--- src/rtl/carfield_apb_decode_responder.sv ---
// rtl/carfield_apb_decode_responder.sv - APB decoder forwarding to six peripheral targets with decode/timeout error responses
module carfield_apb_decode_responder #(
    parameter int AddrWidth     = 32,
    parameter int DataWidth     = 32,
    parameter int TimeoutCycles = 16
) (
    input  logic                      clk_i,
    input  logic                      rst_ni,
    input  logic [AddrWidth-1:0]      paddr_i,
    input  logic                      psel_i,
    input  logic                      penable_i,
    input  logic                      pwrite_i,
    input  logic [DataWidth-1:0]      pwdata_i,
    input  logic [DataWidth/8-1:0]    pstrb_i,
    output logic [DataWidth-1:0]      prdata_o,
    output logic                      pready_o,
    output logic                      pslverr_o,
    output logic [5:0]                psel_o,
    output logic                      penable_o,
    output logic [AddrWidth-1:0]      paddr_o,
    output logic                      pwrite_o,
    output logic [DataWidth-1:0]      pwdata_o,
    output logic [DataWidth/8-1:0]    pstrb_o,
    input  logic [5:0][DataWidth-1:0] prdata_i,
    input  logic [5:0]                pready_i,
    input  logic [5:0]                pslverr_i,
    output logic [7:0]                err_cnt_o,
    output logic [AddrWidth-1:0]      err_addr_o,
    output logic                      err_timeout_o
);
    localparam int NumTargets = 6;
    localparam int AW1        = AddrWidth + 1;

    // Index 0 is the rightmost entry: CAN, timer, adv timer, watchdog, hyperbus cfg, streamer.
    localparam logic [NumTargets-1:0][31:0] TargetBase = {
        32'h2002_9000, 32'h2000_9000, 32'h2000_7000,
        32'h2000_5000, 32'h2000_4000, 32'h2000_1000
    };
    localparam logic [NumTargets-1:0][31:0] TargetSize = {
        32'h0000_8000, 32'h0000_1000, 32'h0000_1000,
        32'h0000_1000, 32'h0000_1000, 32'h0000_1000
    };

    // Timeout fires on the TimeoutCycles-th stalled access cycle, i.e. when
    // the number of stalls already counted is one less than the limit.
    localparam logic [7:0] LastStall = 8'(TimeoutCycles - 1);

    typedef enum logic [1:0] {
        IDLE,
        FWD,
        DECERR
    } state_e;

    state_e                  state_q, state_d;
    logic [NumTargets-1:0]   sel_q;
    logic [AddrWidth-1:0]    addr_q;
    logic [7:0]              cnt_q, cnt_d;
    logic [7:0]              err_cnt_q;
    logic [AddrWidth-1:0]    err_addr_q;
    logic                    err_timeout_q;

    logic [NumTargets-1:0]   hit;
    logic                    setup_accept;
    logic                    sel_ready;
    logic                    sel_err;
    logic [DataWidth-1:0]    sel_rdata;
    logic                    err_event;
    logic                    err_is_timeout;

    always_comb begin
        hit = '0;
        for (int t = 0; t < NumTargets; t++) begin
            hit[t] = ({1'b0, paddr_i} >= AW1'(TargetBase[t])) &&
                     ({1'b0, paddr_i} <  AW1'(TargetBase[t]) + AW1'(TargetSize[t]));
        end
    end

    always_comb begin
        sel_ready = |(pready_i & sel_q);
        sel_err   = |(pslverr_i & sel_q);
        sel_rdata = '0;
        for (int t = 0; t < NumTargets; t++) begin
            sel_rdata = sel_rdata | (prdata_i[t] & {DataWidth{sel_q[t]}});
        end
    end

    assign setup_accept = (state_q == IDLE) && psel_i && !penable_i;

    assign paddr_o  = paddr_i;
    assign pwrite_o = pwrite_i;
    assign pwdata_o = pwdata_i;
    assign pstrb_o  = pstrb_i;

    always_comb begin
        state_d        = state_q;
        cnt_d          = cnt_q;
        psel_o         = '0;
        penable_o      = 1'b0;
        pready_o       = 1'b0;
        pslverr_o      = 1'b0;
        prdata_o       = '0;
        err_event      = 1'b0;
        err_is_timeout = 1'b0;

        case (state_q)
            IDLE: begin
                if (setup_accept) begin
                    state_d = (|hit) ? FWD : DECERR;
                    cnt_d   = '0;
                end
            end
            FWD: begin
                if (!psel_i) begin
                    state_d = IDLE;
                end else if (penable_i) begin
                    if (!sel_ready && (cnt_q == LastStall)) begin
                        // Forced completion; the target is deselected so a
                        // late pready_i cannot complete a second time.
                        pready_o       = 1'b1;
                        pslverr_o      = 1'b1;
                        err_event      = 1'b1;
                        err_is_timeout = 1'b1;
                        state_d        = IDLE;
                    end else begin
                        psel_o    = sel_q;
                        penable_o = 1'b1;
                        pready_o  = sel_ready;
                        pslverr_o = sel_err;
                        prdata_o  = sel_rdata;
                        if (sel_ready) begin
                            state_d = IDLE;
                        end else begin
                            cnt_d = cnt_q + 8'd1;
                        end
                    end
                end else begin
                    psel_o = sel_q;
                end
            end
            DECERR: begin
                if (!psel_i) begin
                    state_d = IDLE;
                end else if (penable_i) begin
                    pready_o  = 1'b1;
                    pslverr_o = 1'b1;
                    err_event = 1'b1;
                    state_d   = IDLE;
                end
            end
            default: state_d = IDLE;
        endcase

        // Reset is synchronous, so mask responses until the state is known.
        if (!rst_ni) begin
            psel_o    = '0;
            penable_o = 1'b0;
            pready_o  = 1'b0;
            pslverr_o = 1'b0;
            prdata_o  = '0;
            err_event = 1'b0;
        end
    end

    always_ff @(posedge clk_i) begin
        if (!rst_ni) begin
            state_q       <= IDLE;
            sel_q         <= '0;
            addr_q        <= '0;
            cnt_q         <= '0;
            err_cnt_q     <= '0;
            err_addr_q    <= '0;
            err_timeout_q <= 1'b0;
        end else begin
            state_q <= state_d;
            cnt_q   <= cnt_d;
            if (setup_accept) begin
                addr_q <= paddr_i;
                sel_q  <= hit;
            end
            if (err_event) begin
                err_addr_q    <= addr_q;
                err_timeout_q <= err_is_timeout;
                if (err_cnt_q != 8'hFF) begin
                    err_cnt_q <= err_cnt_q + 8'd1;
                end
            end
        end
    end

    assign err_cnt_o     = err_cnt_q;
    assign err_addr_o    = err_addr_q;
    assign err_timeout_o = err_timeout_q;

endmodule

--- config.mk ---
export PLATFORM = sky130hd
export DESIGN_NAME = carfield_apb_decode_responder
export DESIGN_NICKNAME = d
export VERILOG_FILES = /design/src/rtl/carfield_apb_decode_responder.sv
export SDC_FILE = /design/constraint.sdc
export NUM_CORES = 1
export LEC_CHECK = 0
export ABC_CLOCK_PERIOD_IN_PS = 6300
export BUFFER_PORTS_ARGS = -buffer_cell sky130_fd_sc_hd__buf_2
export CORE_AREA = 2 2 166 168
export CTS_BUF_LIST = sky130_fd_sc_hd__clkbuf_4 sky130_fd_sc_hd__clkbuf_8
export DETAILED_ROUTE_END_ITERATION = 16
export DIE_AREA = 0 0 168 170
export PLACE_DENSITY = 0.54
export RECOVER_POWER = 50
export SYNTH_ARGS = -nofsm -noshare
export SYNTH_HDL_FRONTEND = slang
export SYNTH_SLANG_ARGS = --single-unit
--- constraint.sdc ---
create_clock -name clk_i -period 6.3 [get_ports clk_i]
set_input_delay 0.315 -clock clk_i [delete_from_list [all_inputs] [get_ports clk_i]]
set_output_delay 0.315 -clock clk_i [all_outputs]
set_load 0.05 [all_outputs]
Word-level counts from Yosys, hierarchy flattened
Index checks and enable logic that the tools add are counted.
{"block": "word_totals", "register_bits": 89, "latchBits": 0, "mem_bits_rw": 0, "romBits": 0, "out_inout_bits": 151, "elab_cells": 113, "mem_count": 0}
{"block": "classes", "n_addsub": 2, "n_mul": 0, "div_mod_pow": 0, "n_lt_le_gt_ge": 12, "eq_ne": 12, "n_shift": 0, "muxes": 48, "n_bitwise": 13, "n_reduce_logical": 19}
{"cell": "AND 32 bit", "n": 6}
{"cell": "greater-or-equal comparator 32 x 30 -> 1 bit, second input constant", "n": 6}
{"cell": "< comparator 32 x 30 -> 1 bit, second input constant", "n": 6}
{"cell": "two-way mux 32 bit", "n": 5}
{"cell": "bitwise OR 32 bit", "n": 5}
{"cell": "two-way mux 8 bit", "n": 5}
{"cell": "two-way mux 6 bit", "n": 5}
{"cell": "two-way mux 1 bit", "n": 20}
{"cell": "OR reduction 6 bit", "n": 3}
{"cell": "adder 8 x 1 -> 8 bit, second input constant", "n": 2}
{"cell": "two-way mux 2 bit", "n": 8}
{"cell": "one-hot mux 8 bit (2 select lines)", "n": 1}
{"cell": "AND 6 bit", "n": 2}
{"cell": "inequality test 2 bit, second input constant", "n": 5}
{"cell": "logical AND 1 bit", "n": 9}
{"cell": "equality test 8 x 4 -> 1 bit, second input constant", "n": 1}
{"cell": "inequality test 8 bit, second input constant", "n": 1}
{"cell": "inequality test 3 bit, second input constant", "n": 2}
{"cell": "one-hot mux 1 bit (2 select lines)", "n": 3}
{"cell": "one-hot mux 2 bit (3 select lines)", "n": 1}
{"cell": "AND reduction 6 bit", "n": 1}
{"cell": "inequality test 4 bit, second input constant", "n": 1}
{"cell": "AND reduction 4 bit", "n": 1}
{"cell": "equality test 2 x 1 -> 1 bit, second input constant", "n": 1}
{"cell": "other kinds (5)", "n": 6}

Depth between registers and ports, before layout
Gate-level depths: netlist of the first run.
{"block": "depth", "depth_word": 11, "ltp_mapped": 8}

Worst setup path after synthesis of the first run
OpenSTA, ideal clock, no wires.
{"block": "synth_path", "kind": "register to output", "from": "register cnt_q[0]", "to": "output prdata_o[22]", "arrival_ns": 2.146, "t_required_ns": 5.985, "slack_ns": 3.839, "path_stages_with_launch": 8, "n_path_buf": 1, "path_cell_list": "dfxtp_1 -> ha_1 -> and3_1 -> and2_1 -> nand2_1 -> nand3_1 -> clkbuf_1 -> a31oi_1"}
{"block": "synth_via", "elab_chain_len": 7}
{"item": "from (decl)", "line_no": "57", "text": "logic [7:0] cnt_q, cnt_d;"}
{"item": "from (signal assigned)", "line_no": "175", "text": "cnt_q <= cnt_d;"}
{"item": "equality test 8 x 4 -> 1 bit", "line_no": "116", "text": "if (!sel_ready && (cnt_q == LastStall)) begin"}
{"item": "logical AND 1 bit", "line_no": "116"}
{"item": "two-way mux 32 bit", "line_no": "116"}
{"item": "two-way mux 32 bit", "line_no": "115", "text": "end else if (penable_i) begin"}
{"item": "two-way mux 32 bit", "line_no": "113", "text": "if (!psel_i) begin"}
{"item": "two-way mux 32 bit", "line_no": "105", "text": "case (state_q)"}
{"item": "two-way mux 32 bit", "line_no": "154", "text": "if (!rst_ni) begin"}
{"item": "to (decl)", "line_no": "15", "text": "output logic [DataWidth-1:0] prdata_o,"}
Every way passes these cells.

Worst setup path in the final report of the first run
{"block": "layout_path", "from": "input rst_ni", "to": "output prdata_o[26]"}
{"block": "layout_via", "elab_chain_len": 1}
{"item": "from (decl)", "line_no": "8", "text": "input logic rst_ni,"}
{"item": "two-way mux 32 bit", "line_no": "154"}
Every way passes these cells.

==> results of run 1 <==
==> flip-flops by register name, summed over array words and instances, names as in the netlist <==
name           flops
err_timeout_o      1
err_addr_o        32
state_q            2
cnt_q              8
sel_q              6
addr_q            32
err_cnt_o          8
==> cell type report <==
class / instances / area share, %
Timing Repair Buffer: 361 / 25.1
Inverter: 8 / 0.434
Tap cell: 341 / 6.17
Clock inverter: 7 / 1.12
Clock buffer: 9 / 1.79
Antenna cell: 4 / 0.145
Sequential cell: 89 / 25.8
Multi-Input combinational cell: 481 / 39.4
==> through the flow <==
step / setup WS [ns] / power [mW] / instances / util, % / hold WS (ns)
2_1_floorplan: 3.84 / 0.749 / 701 / - / 0.425
3_3_place_gp: 3.19 / 0.787 / 1280 / 25.5 / 0.434
3_5_place_dp: 3.06 / 0.788 / 1280 / 25.5 / 0.441
4_1_cts: 2.61 / 1.20 / 1296 / 26.3 / 0.172
5_1_grt: 2.30 / 1.24 / 1296 / 25.9 / 0.180
6_report: 2.56 / 1.17 / 1300 / 25.9 / 0.199
==> worst min-delay path: cells and delay by family <==
kind                   cells  cell delay (ns)
AO/OA/AOI/OAI              1             0.05
AND/OR/NAND/NOR            1             0.05
buffers and inverters      1             0.10
==> routing by layer <==
metal / wire length (um) / part of all wire [%] / vias to the layer above
met2: 12500 / 46 / 321
li1: - / - / 2969
met5: 59 / 0.22 / -
met3: 2580 / 9.5 / 24
met1: 11700 / 43 / 2973
met4: 179 / 0.66 / 8
==> synthesized netlist by cell type, types with 2 or more instances <==
master	number	area, um2
buf_6	2	22.5
nand2b_1	4	25.0
nand4_1	5	31.3
buf_2	6	30.0
dfxtp_1	89	1780
buf_1	3	11.3
and3_1	5	31.3
a31oi_1	34	213
nor4_1	5	31.3
ha_1	5	62.6
a211oi_1	2	15.0
o21ai_0	44	220
nor2_1	9	33.8
clkbuf_1	43	161
nand2_1	155	582
nand3_1	10	50.1
buf_4	69	518
a21oi_1	50	250
and3b_1	2	17.5
o31ai_1	3	22.5
nor3_1	4	20.0
nor2b_1	2	12.5
or4_1	4	30.0
o31a_1	2	17.5
a22oi_1	102	766
or4b_2	2	20.0
nor4b_1	3	26.3
and2_1	8	50.1
inv_1	7	26.3
mux2i_1	4	40.0
or3_1	4	25.0
==> worst max-delay path by stage <==
stage / start / end / slack [ns]
floorplan: cnt_q[0]$_SDFFE_PN0P_ / prdata_o[22] / 3.84
global placement: sel_q[2]$_SDFFE_PN0P_ / prdata_o[12] / 3.19
detailed placement: sel_q[2]$_SDFFE_PN0P_ / prdata_o[26] / 3.06
CTS: sel_q[2]$_SDFFE_PN0P_ / prdata_o[26] / 2.61
global route: rst_ni / prdata_o[12] / 2.30
finish: rst_ni / prdata_o[26] / 2.56
==> kinds of logic after synthesis <==
logic type | synth area share (%)
compound gates | 29.9
fa+ha+maj | 1.19
buf+inv | 14.7
flops | 33.8
mux | 0.760
simple gates | 19.6
==> report_power, final <==
group	internal [mW]	switching (mW)
Clock	0.187	0.215
Combinational	0.0709	0.122
Sequential	0.573	0.00511
==> layout by cell type (no fill, tap or decap), types with 3 or more instances in the layout <==
master / n
buf_2: 279
nand2_1: 155
a22oi_1: 102
dfxtp_1: 86
clkbuf_1: 74
a21oi_1: 50
o21ai_0: 44
a31oi_1: 34
nand3_1: 9
nor2_1: 9
clkbuf_8: 9
and2_1: 8
buf_4: 8
inv_1: 7
and3_1: 5
nor4_1: 5
nand4_1: 5
ha_1: 5
diode_2: 4
or4_1: 4
nor3_1: 4
nand2b_1: 4
or3_1: 4
mux2i_1: 4
nor4b_1: 3
o31ai_1: 3
dfxtp_2: 3
==> results.yml, run 1 <==
grt:
  grt_pass1_vias: 5736
  overflow: 0
  grt_usage_pct: 17.7
  met3_usage_pct: 5.95
  antenna_found_initial: 9
  grt_pass1_wl_um: 37300
  met1_usage_pct: 22.5
  busiest_layer: "met2"
  grt_start_max_net_pins: 71
  grtUsageMet2_pct: 29.6
setup_path:
  critPathMaxFanout: 33
  start_kind: "primary input"
  cp.required_ns: 5.98
  slowest_delay_ns: 1.00
  cp.depth: 6
  endpoint_kind: "output pin"
  reg2regPathDepth: 5
  cp_num_buf_inv: 3
  r2r_slack_ns: 3.66
  cp.arrival_ns: 3.42
  critPathKind: "in2out"
  critPathTopFamily: "buffers and inverters"
  path_cells: "clkbuf_1, buf_4, and3_1, nand3_2, a31oi_1, buf_2"
  r2r_start: "sel_q[2]$_SDFFE_PN0P_"
  r2r_end: "cnt_q[2]$_SDFFE_PN0P_"
  slowest_stage: "clkbuf_1"
sta:
  max_freq_ghz: 0.268
  clock_skew_ns: 0.0154
  hold_viol_final: 0
  worst-slew-pin-transition_ns: 1.43
  tns_ns: 0
  setup_viol: 0
  maxSlewViolCount: 0
  timing.final.crit_share_pct: 59.3
  slew_headroom_pct: 4.92
  rsz0062_at_grt: "false"
  period_needed_ns: 3.74
drt:
  num_vias: 6295
  routed_wirelength_um: 27000
  wl_per_cell_um: 20.8
  drt-initial-drc-count: 458
  first_pass_iters: 5
  vias_per_cell: 4.84
  post-route-drc-count: 0
  postRouteAntennaNets: 0
clock_network:
  clock_sinks: 89
  numCtsBuffers: 9
  cts-hold-fix-buffers: 0
  clkTransAtPathRegs_ns: 0.09
  htreeDepth: 3
  cts_resized: 0
  cts_setup_buffers: 0
  clockRootBuffer: "clkbuf_8"
  worstSkewPairLatency_ns: 0.36
  cts_tree: "built"
  cts_buffer_depth: 2
synth:
  synth_edf_count: 0
  ys_ff_latch: 89
  syn-num-nets: 983
  async_flop_share_pct: 0
  synth_area_um2: 5270
  ys.flop_type: "dfxtp_1"
  avgSynthCellArea_um2: 7.51
  ys_seq_area_share_pct: 33.8
  synth.distinct_cells: 45
  yosys_warnings: 0
  postSynthCellCount: 701
hold_path:
  min_to: "addr_q[9]$_SDFFE_PN0P_"
  hold_depth: 3
  holdCritPathClass: "in2reg"
  worstHoldStart: "paddr_i[9]"
outcome:
  outcome: "completed"
placement:
  place_congestion: 0.962
  placed_area_um2: 6800
  io_buffer_count: 353
  hpwl_um: 21500
layout:
  stdcell_area_um2: 6910
  nFillCells: 3061
  nNetsFinal: 1232
  multiInputGateArea_um2: 2730
  regArea_um2: 1790
  area_delta_synth_final_pct: 31.3
  drive_gt1_share_pct: 32.7
floorplanning:
  rows: 60
  start_util_pct: 19.8
  die_x_um: 168
  dieHeight_um: 170
  io_pins: 428
  core_area_um2: 26700
  die_area_um2: 28600
power:
  leakagePower_nw: 2.68
  power_per_cell_area_nw_per_um2: 170
  vdd_drop_max_mv: 0.105
flow_run:
  maxCapViolations: 0
(Power assumes the default switching activity.)
==> run 2: changes to the inputs <==
Settings changed: ABC_CLOCK_PERIOD_IN_PS 6300 to 3050, PLACE_DENSITY 0.54 to 0.56.
Clock period 6.3 ns to 3.05 ns, I/O delays scaled along.
==> run 2 against run 1 <==
Against the previous run: utilization up 0.94 points; first-iteration DRC count decreased by 6.1%; highest routed layer unchanged; clock power up 94%.
==> results.yml, run 2 (synthesized netlist as in run 1, its figures left out) <==
outcome:
  outcome: "completed"
setup_path:
  start_kind: "register"
  cp.required_ns: 2.90
  endpoint_kind: "output pin"
  critPathKind: "reg2out"
  critPathMaxFanout: 33
  cp_num_buf_inv: 2
  path_cells: "a22oi_1, and3_1, nand2_1, nand3_1, buf_4, a31oi_1, buf_12"
  cp.arrival_ns: 2.38
  critPathTopFamily: "flip-flops"
  slowest_delay_ns: 0.60
  slowest_stage: "dfxtp_2"
placement:
  io_buffer_count: 353
  hpwl_um: 20200
  place_inst: 1284
  place_congestion: 0.932
layout:
  drive_gt1_share_pct: 32.7
  area_delta_synth_final_pct: 36.0
  layout_commonest_cell: "buf_2"
  regArea_um2: 1790
  instances_no_fill: 1312
  nFillCells: 2982
  nNetsFinal: 1245
  final_cell_mix: "buf_2, nand2_1, a22oi_1"
  multiInputGateArea_um2: 2720
floorplanning:
  rows: 60
  core_area_um2: 26700
  die_area_um2: 28600
  io_pins: 428
  die_x_um: 168
  start_util_pct: 19.8
  dieHeight_um: 170
power:
  switchingPower_mw: 0.741
  comb_power_share_pct: 17.1
  p_int_mw: 1.64
  p_sw_share_pct: 31.1
  pwr-share-clk_pct: 32.7
  leakagePower_nw: 2.75
  seq_power_share_pct: 50.1
  vdd_drop_max_mv: 0.261
  power_per_cell_area_nw_per_um2: 332
grt:
  grt_pass1_vias: 5925
  grt_start_max_net_pins: 71
  grt_pass1_wl_um: 36400
  overflow: 0
  grt_usage_pct: 17.1
  antenna_found_initial: 6
clock_network:
  clockRootBuffer: "clkbuf_8"
  cts_tree: "built"
  worstSkewPairLatency_ns: 0.38
  htreeDepth: 3
  clock_sinks: 89
  numCtsBuffers: 9
  cts_buffer_depth: 2
  clkTransAtPathRegs_ns: 0.10
drt:
  post-route-drc-count: 0
  first_pass_iters: 4
  vias_per_cell: 4.75
  wl_per_cell_um: 19.8
  num_vias: 6231
  routed_wirelength_um: 26000
  postRouteAntennaNets: 0
  drt-initial-drc-count: 430
hold_path:
  holdCritPathClass: "in2reg"
flow_run:
  maxCapViolations: 0
sta:
  rsz0062_at_grt: "false"
  timing.final.crit_share_pct: 83.1
  max_freq_ghz: 0.395
  slew_headroom_pct: 41.5
  worst-slew-pin-transition_ns: 0.873
  clock_skew_ns: 0.0149
  period_needed_ns: 2.53
  tns_ns: 0
  hold_viol_final: 0
  maxSlewViolCount: 0
  setup_viol: 0
-- run 2: repair_timing --
action,4_1_cts,5_1_grt
hold buffers,9,0
hold endpoints to repair,9,0
gates resized for setup,0,0
buffers inserted,0,0
setup endpoints to repair,0,0
-- run 2: path summary, 6_finish.rpt --
check / from / to / slack [ns] / cells after the start
min: paddr_i[18] / addr_q[18]$_SDFFE_PN0P_ / 0.03 / 3
max reg2reg: sel_q[2]$_SDFFE_PN0P_ / cnt_q[7]$_SDFFE_PN0P_ / 0.79 / 5
min reg2reg: addr_q[16]$_SDFFE_PN0P_ / err_addr_o[16]$_SDFFE_PN0P_ / 0.46 / 2
max: sel_q[2]$_SDFFE_PN0P_ / prdata_o[26] / 0.52 / 7
-- run 2: power by group through the flow --
stage | clock, mW | combinational, mW | sequential, mW
floorplan | 0 | 0.326 | 1.22
global placement | 0 | 0.407 | 1.22
detailed placement | 0 | 0.410 | 1.22
global route | 0.861 | 0.439 | 1.20
CTS | 0.820 | 0.420 | 1.19
finish | 0.780 | 0.408 | 1.19
-- run 2: layer usage --
| layer | part of all wire, % | wire length (um) | GRT usage, % |
|---|---|---|---|
| met1 | 42 | 11000 | 20.6 |
| met2 | 46 | 12000 | 28.7 |
| met3 | 9.3 | 2410 | 5.81 |
| met4 | 1.7 | 450 | 5.10 |
| met5 | 0.43 | 113 | 2.26 |
-- run 2: worst reg2reg max path: cells and delay by family (launching register included) --
kind	cells	cell delay (ns)
DFF	1	0.46
and+or+nand+nor	2	0.97
AOI/OAI and AO/OA	3	0.76
-- run 2: layout make-up --
cell class	instances	share of cell area, %
antenna	3	0.105
clock buffer	9	1.73
clock inverter	7	0.751
inverter	8	0.419
multi-input combinational	481	38.0
sequential	89	25.0
tap	341	5.95
timing repair buffer	374	28.1
-- run 2: metrics by stage --
step / instance area [um2] / setup WS (ns) / util (%) / hold slack [ns] / total power, mW
floorplan: 5270 / 0.751 / - / 0.288 / 1.55
global placement: 6990 / 0.882 / 26.2 / 0.305 / 1.63
detailed placement: 6990 / 0.832 / 26.2 / 0.305 / 1.63
CTS: 7250 / 0.515 / 27.2 / 0.000896 / 2.43
global route: 7160 / 0.367 / 26.9 / 0.0136 / 2.50
finish: 7170 / 0.515 / 26.9 / 0.0265 / 2.38
